[src/rtl/esp_cmd_seq.sv]
// esp_cmd_seq: streams an LF-terminated AT script from ROM to the UART,
// waits for OK/ERROR, retries. Define ESP_SEQ_MON_EN for the rx echo port.
module esp_cmd_seq #(
    parameter int ADDR_WIDTH  = 7,
    parameter int TIMEOUT_CYC = 100_000_000,
    parameter int MAX_RETRY   = 3,
    parameter int CNT_WIDTH   = 8
) (
    input  logic                  clk,
    input  logic                  rst,
    input  logic                  start,
    output logic [ADDR_WIDTH-1:0] rom_addr,
    input  logic [7:0]            rom_data,
    output logic [7:0]            tx_data,
    output logic                  tx_valid,
    input  logic                  tx_ready,
    input  logic [7:0]            rx_data,
    input  logic                  rx_valid,
    output logic                  rx_ready,
`ifdef ESP_SEQ_MON_EN
    output logic [7:0]            mon_data,
    output logic                  mon_valid,
`endif
    output logic                  busy,
    output logic                  done,
    output logic                  error,
    output logic [CNT_WIDTH-1:0]  cmd_idx
);

    localparam int TW = (TIMEOUT_CYC > 1) ? $clog2(TIMEOUT_CYC + 1) : 1;
    localparam int RW = $clog2(MAX_RETRY + 1) + 1;
    localparam logic [TW-1:0] TMO_LAST = TW'(TIMEOUT_CYC - 1);
    localparam logic [RW-1:0] RETRY_MAX = RW'(MAX_RETRY);
    localparam logic [31:0] HIST_OK  = 32'h4F4B0D0A;
    localparam logic [31:0] HIST_ERR = 32'h4F520D0A;

    typedef enum logic [2:0] {
        S_IDLE, S_FETCH, S_LOAD, S_SEND, S_WAIT, S_DONE, S_FAIL
    } state_t;

    state_t                state_q, state_d;
    logic [ADDR_WIDTH-1:0] addr_q, addr_d;
    logic [ADDR_WIDTH-1:0] base_q, base_d;
    logic [CNT_WIDTH-1:0]  idx_q, idx_d;
    logic [RW-1:0]         retry_q, retry_d;
    logic [31:0]           hist_q, hist_d;
    logic [TW-1:0]         tmo_q, tmo_d;
    logic [7:0]            txd_q, txd_d;
    logic                  txv_q, txv_d;
    logic                  err_q, err_d;

    // Next-state and datapath updates for the sequencer
    always_comb begin
        state_d = state_q;
        addr_d  = addr_q;
        base_d  = base_q;
        idx_d   = idx_q;
        retry_d = retry_q;
        hist_d  = hist_q;
        tmo_d   = tmo_q;
        txd_d   = txd_q;
        txv_d   = txv_q;
        err_d   = err_q;
        unique case (state_q)
            S_IDLE: begin
                if (start) begin
                    addr_d  = '0;
                    base_d  = '0;
                    idx_d   = '0;
                    retry_d = '0;
                    err_d   = 1'b0;
                    hist_d  = '0;
                    tmo_d   = '0;
                    state_d = S_FETCH;
                end
            end
            S_FETCH: state_d = S_LOAD;
            S_LOAD: begin
                if (rom_data == 8'h00 && addr_q == base_q) begin
                    state_d = S_DONE;
                end else begin
                    txd_d   = rom_data;
                    txv_d   = 1'b1;
                    state_d = S_SEND;
                end
            end
            S_SEND: begin
                if (tx_ready) begin
                    txv_d   = 1'b0;
                    addr_d  = addr_q + ADDR_WIDTH'(1);
                    state_d = (txd_q == 8'h0A) ? S_WAIT : S_FETCH;
                end
            end
            S_WAIT: begin
                if (rx_valid) hist_d = {hist_q[23:0], rx_data};
                tmo_d = tmo_q + TW'(1);
                if (hist_q == HIST_OK) begin
                    idx_d   = idx_q + CNT_WIDTH'(1);
                    base_d  = addr_q;
                    retry_d = '0;
                    hist_d  = '0;
                    tmo_d   = '0;
                    state_d = S_FETCH;
                end else if (hist_q == HIST_ERR || tmo_q == TMO_LAST) begin
                    hist_d = '0;
                    tmo_d  = '0;
                    if (retry_q < RETRY_MAX) begin
                        retry_d = retry_q + RW'(1);
                        addr_d  = base_q;
                        state_d = S_FETCH;
                    end else begin
                        state_d = S_FAIL;
                    end
                end
            end
            S_DONE: state_d = S_IDLE;
            S_FAIL: begin
                err_d   = 1'b1;
                state_d = S_IDLE;
            end
            default: state_d = S_IDLE;
        endcase
    end

    // State and datapath registers
    always_ff @(posedge clk) begin
        if (rst) begin
            state_q <= S_IDLE;
            addr_q  <= '0;
            base_q  <= '0;
            idx_q   <= '0;
            retry_q <= '0;
            hist_q  <= '0;
            tmo_q   <= '0;
            txd_q   <= '0;
            txv_q   <= 1'b0;
            err_q   <= 1'b0;
        end else begin
            state_q <= state_d;
            addr_q  <= addr_d;
            base_q  <= base_d;
            idx_q   <= idx_d;
            retry_q <= retry_d;
            hist_q  <= hist_d;
            tmo_q   <= tmo_d;
            txd_q   <= txd_d;
            txv_q   <= txv_d;
            err_q   <= err_d;
        end
    end

`ifdef ESP_SEQ_MON_EN
    // Registered echo of every received byte toward the host monitor
    always_ff @(posedge clk) begin
        if (rst) begin
            mon_valid <= 1'b0;
            mon_data  <= '0;
        end else begin
            mon_valid <= rx_valid;
            if (rx_valid) mon_data <= rx_data;
        end
    end
`endif

    assign rom_addr = addr_q;
    assign tx_data  = txd_q;
    assign tx_valid = txv_q;
    assign rx_ready = 1'b1;
    assign busy     = (state_q != S_IDLE);
    assign done     = (state_q == S_DONE);
    assign error    = err_q;
    assign cmd_idx  = idx_q;

endmodule

[config.mk]
export PLATFORM = sky130hd
export DESIGN_NAME = esp_cmd_seq
export DESIGN_NICKNAME = d
export VERILOG_FILES = /design/src/rtl/esp_cmd_seq.sv
export SDC_FILE = /design/constraint.sdc
export NUM_CORES = 1
export LEC_CHECK = 0
export BUFFER_PORTS_ARGS = -buffer_cell sky130_fd_sc_hd__buf_2
export CORE_MARGIN = 5
export CORE_UTILIZATION = 35
export DETAILED_ROUTE_END_ITERATION = 10
export PLACE_DENSITY = 0.57
export RECOVER_POWER = 100
export SYNTH_ARGS = -nofsm -noshare
export SYNTH_HDL_FRONTEND = slang
export SYNTH_SLANG_ARGS = --single-unit
[constraint.sdc]
create_clock -name clk -period 6.1 [get_ports clk]
set_clock_uncertainty 0.05 [all_clocks]
set_input_delay 0.61 -clock clk [delete_from_list [all_inputs] [get_ports clk]]
set_output_delay 0.61 -clock clk [all_outputs]
set_load 0.005 [all_outputs]
==> results.txt <==
Compound-cell area share of the yosys netlist - 15.9%
Die area - 0.0151 mm2
Num CTS Buffers - 9
Worst Tran Pin Value - 1.75 ns
Die X - 123 um
Setup TNS Final - 0 ns
GRT overflow - 0
Number of synthesized register bits - 97
First-pass GRT wire length - 17500 um
Initial antenna violation count - 0
Combinational Power Share - 7.8%
Fmax - 0.239 GHz
Avg Synthesized Cell Area - 8.81 um2
Port Buffers - 47
Yosys warns - 0
Worst-path clk slew - 0.07 ns
DRT iter0 DRCs - 293
RSZ-0062 raised after global routing - no
Setup Fix Bufs, Post-CTS - 0
Vias per cell - 5.25
WP buf/inv - 0
CP max FO - 32
Clk Latency, worst-skew pair - 0.35 ns
Worst Path Arrival - 4.36 ns
Total wire length - 10600 um
Type of the worst setup path - register to register
Largest family of logic cells by synthesized area - simple AND/OR/NAND/NOR gates
Die Y - 123 um
Asr flop ratio synth - 0%
Post-route ant nets - 0
Setup crit start kind - register
FILL cells - 1270
Worst Hold Depth - 2
Vias in the first global route - 3559
Synth Area in Simple Gates - 23.9%
Resize count post-CTS - 0
Ratio of cells with drive above 1 in the final layout - 11.4%
Endpoints failing setup - 0
Num Clock Sinks - 97
Family with the most delay on the worst path - simple AND/OR/NAND/NOR gates
Post-Synth XOR/XNOR Area - 7.86%
VDD IR max - 134 uV
Seq/Total Area, Yosys - 43.6%
Final hold vios - 0
Worst reg2reg setup slack - 1.92 ns
Post-DP HPWL - 7280 um
Clock power share - 42.9%
CTS Hold Bufs - 0
Most numerous cell on the critical path - nor2_1
Placement Cell Area - 0.00480 mm2
Worst path slowest cell - nor2_1
Adder-cell area share of the yosys netlist - 1.12%
Violated checks - capacitance limit, slew limit
Mapped Nets - 531
R2R cell count - 6
# DRC - 0
Hold path startpoint - hist_q[25]$_SDFFE_PP0P_
Largest net degree at the start of global routing - 47
Top Ports - 49
Total number of vias - 3752
Worst reg2reg endpoint - hist_q[7]$_SDFFE_PP0P_
Critical register-to-register path startpoint - state_q[0]$_SDFFE_PP0P_
Status - finished with violations
CTS tree - built
Fin crit share - 68.5%
Number of synthesized flops with an enable pin - 0
Top FF cell, synth - dfxtp_1
Clock root buffer - clkbuf_16
Hold/Removal Path Class - register to register
Routed WL per cell - 14.8 um
Final min period - 4.18 ns
Clock Path Buffers - 2
CTS H-Tree Depth - 3
Initial Util - 35.5%
Synthesized cell area - 0.00446 mm2
Global placement routability congestion - 0.807
Leak pwr - 1.77 nW
CP startpoint - state_q[0]$_SDFFE_PP0P_
Site Rows - 41
Worst endpoint required time - 6.28 ns
Internal power - 999 uW
Core Area - 0.0126 mm2
Pre-antenna DRT Iters - 5
CP cell instances - nor2_1, and2_0, o31ai_1, nor2_1, nand2_1, o32ai_1
Global-route usage over all layers - 14.5%
Final Instance Area - 0.00502 mm2
Max incr delay on CP - 0.83 ns
Worst relative slew slack - -17.1%
Area growth from synthesis to layout - 12.7%
Worst hold endpoint - hist_q[25]$_SDFFE_PP0P_
Register share of total power - 49.4%
Sw frac - 24.8%
Switching pwr - 329 uW
Total power divided by cell area - 264 mW/mm2
Nets - 563
ANT cells - 0
Multiplexer share of the synthesized area - 2.53%
Yosys cell types - 64
Final slew viol count - 28
Syn Inst Count - 506
Crit. End Element - register
Max Cap Viol - 1
synth_stat cells, types with 9 or more instances:
cell type	n	area, um2
and3_1	9	56.3
xnor2_1	17	149
nor3_1	9	45.0
nand2_1	51	191
inv_1	24	90.1
buf_2	12	60.1
xor2_1	23	201
o32ai_1	16	140
mux2i_1	9	90.1
o22ai_1	17	106
a21oi_1	23	115
nand3_1	17	85.1
dfxtp_1	97	1940
nor2_1	60	225
clkbuf_1	15	56.3
nand4_1	14	87.6
state kept, by name, summed over array words and instances (netlist names):
name and count:
base_q 7, cmd_idx 8, error 1, hist_q 32
retry_q 3, rom_addr 7, state_q 3, tmo_q 27
tx_data 8, tx_valid 1
cells by family after synthesis:
kind of cell	Yosys count
compound gates	97
xor+xnor	40
fa+ha+maj	4
buf+inv	54
flops	97
mux	11
other cells	1
simple gates	202
placed cells by master (no fill, tap or decap), types with 3 or more instances in the layout:
cell type,Yosys,routed
and4bb_2,3,3
and3_1,9,9
o41ai_1,4,4
a311oi_1,3,3
inv_1,24,24
dfxtp_1,97,97
ha_1,4,4
nor3_1,9,9
o32ai_1,16,16
nand2_1,51,52
or3_1,5,5
nand4_1,14,14
nand3_1,17,17
o21ai_0,6,8
nor3b_1,5,5
a21oi_1,23,23
clkbuf_1,15,20
nor2_1,60,62
xnor2_1,17,17
buf_2,12,30
clkbuf_16,0,9
nor4_1,6,6
o311ai_0,4,4
o22ai_1,17,17
o2111ai_1,3,3
mux2i_1,9,9
xor2_1,23,23
worst register-to-register path, delay by kind of cell (launching register included):
kind / cells / cell delay (ns)
AO/OA/AOI/OAI: 2 / 0.80
flip-flops: 1 / 0.42
AND/OR/NAND/NOR: 4 / 2.80
power by group through the flow:
stage	logic, mW	clock network (mW)	registers (mW)
2_1_floorplan	0.0773	0	0.666
3_3_place_gp	0.106	0	0.670
3_5_place_dp	0.107	0	0.671
4_1_cts	0.107	0.588	0.656
5_1_grt	0.115	0.613	0.657
6_report	0.103	0.570	0.656
worst max-delay path by stage:
| stage | to | slack [ns] | cells past startpoint |
|---|---|---|---|
| finish | hist_q[7]$_SDFFE_PP0P_ | 1.92 | 6 |
| global route | hist_q[3]$_SDFFE_PP0P_ | 1.50 | 6 |
| CTS | retry_q[2]$_SDFFE_PP0P_ | 2.93 | 5 |
| detailed placement | retry_q[2]$_SDFFE_PP0P_ | 2.55 | 5 |
| global placement | retry_q[2]$_SDFFE_PP0P_ | 2.59 | 5 |
| floorplan | state_q[1]$_SDFFE_PP0P_ | 4.07 | 6 |
cell type report:
class	count	area (um2)	area share (%)
Inverter	25	93.8	1.87
Clock buffer	11	233	4.63
Clock inverter	5	63.8	1.27
Multi-Input combinational cell	355	2250	44.7
Sequential cell	97	1940	38.7
Timing Repair Buffer	50	229	4.56
Tap cell	172	215	4.28
metrics by stage:
stage / total power [mW] / util [%] / std cells / worst slack (ns) / hold slack [ns]
floorplan: 0.743 / - / 506 / 4.07 / 0.399
global route: 1.38 / 40.0 / 715 / 1.50 / 0.449
global placement: 0.776 / 38.2 / 699 / 2.59 / 0.411
CTS: 1.35 / 40.5 / 715 / 2.93 / 0.425
detailed placement: 0.778 / 38.2 / 699 / 2.55 / 0.415
finish: 1.33 / 40.0 / 715 / 1.92 / 0.422
routing by layer:
metal  vias up  track usage (%)  wire, um
met4         0             4.34       140
met2        76             23.7      5000
met3        14             3.27       438
li1       1874                -         -
met1      1788             18.9      5020
met5         -                0         0
(Power assumes the default switching activity.)
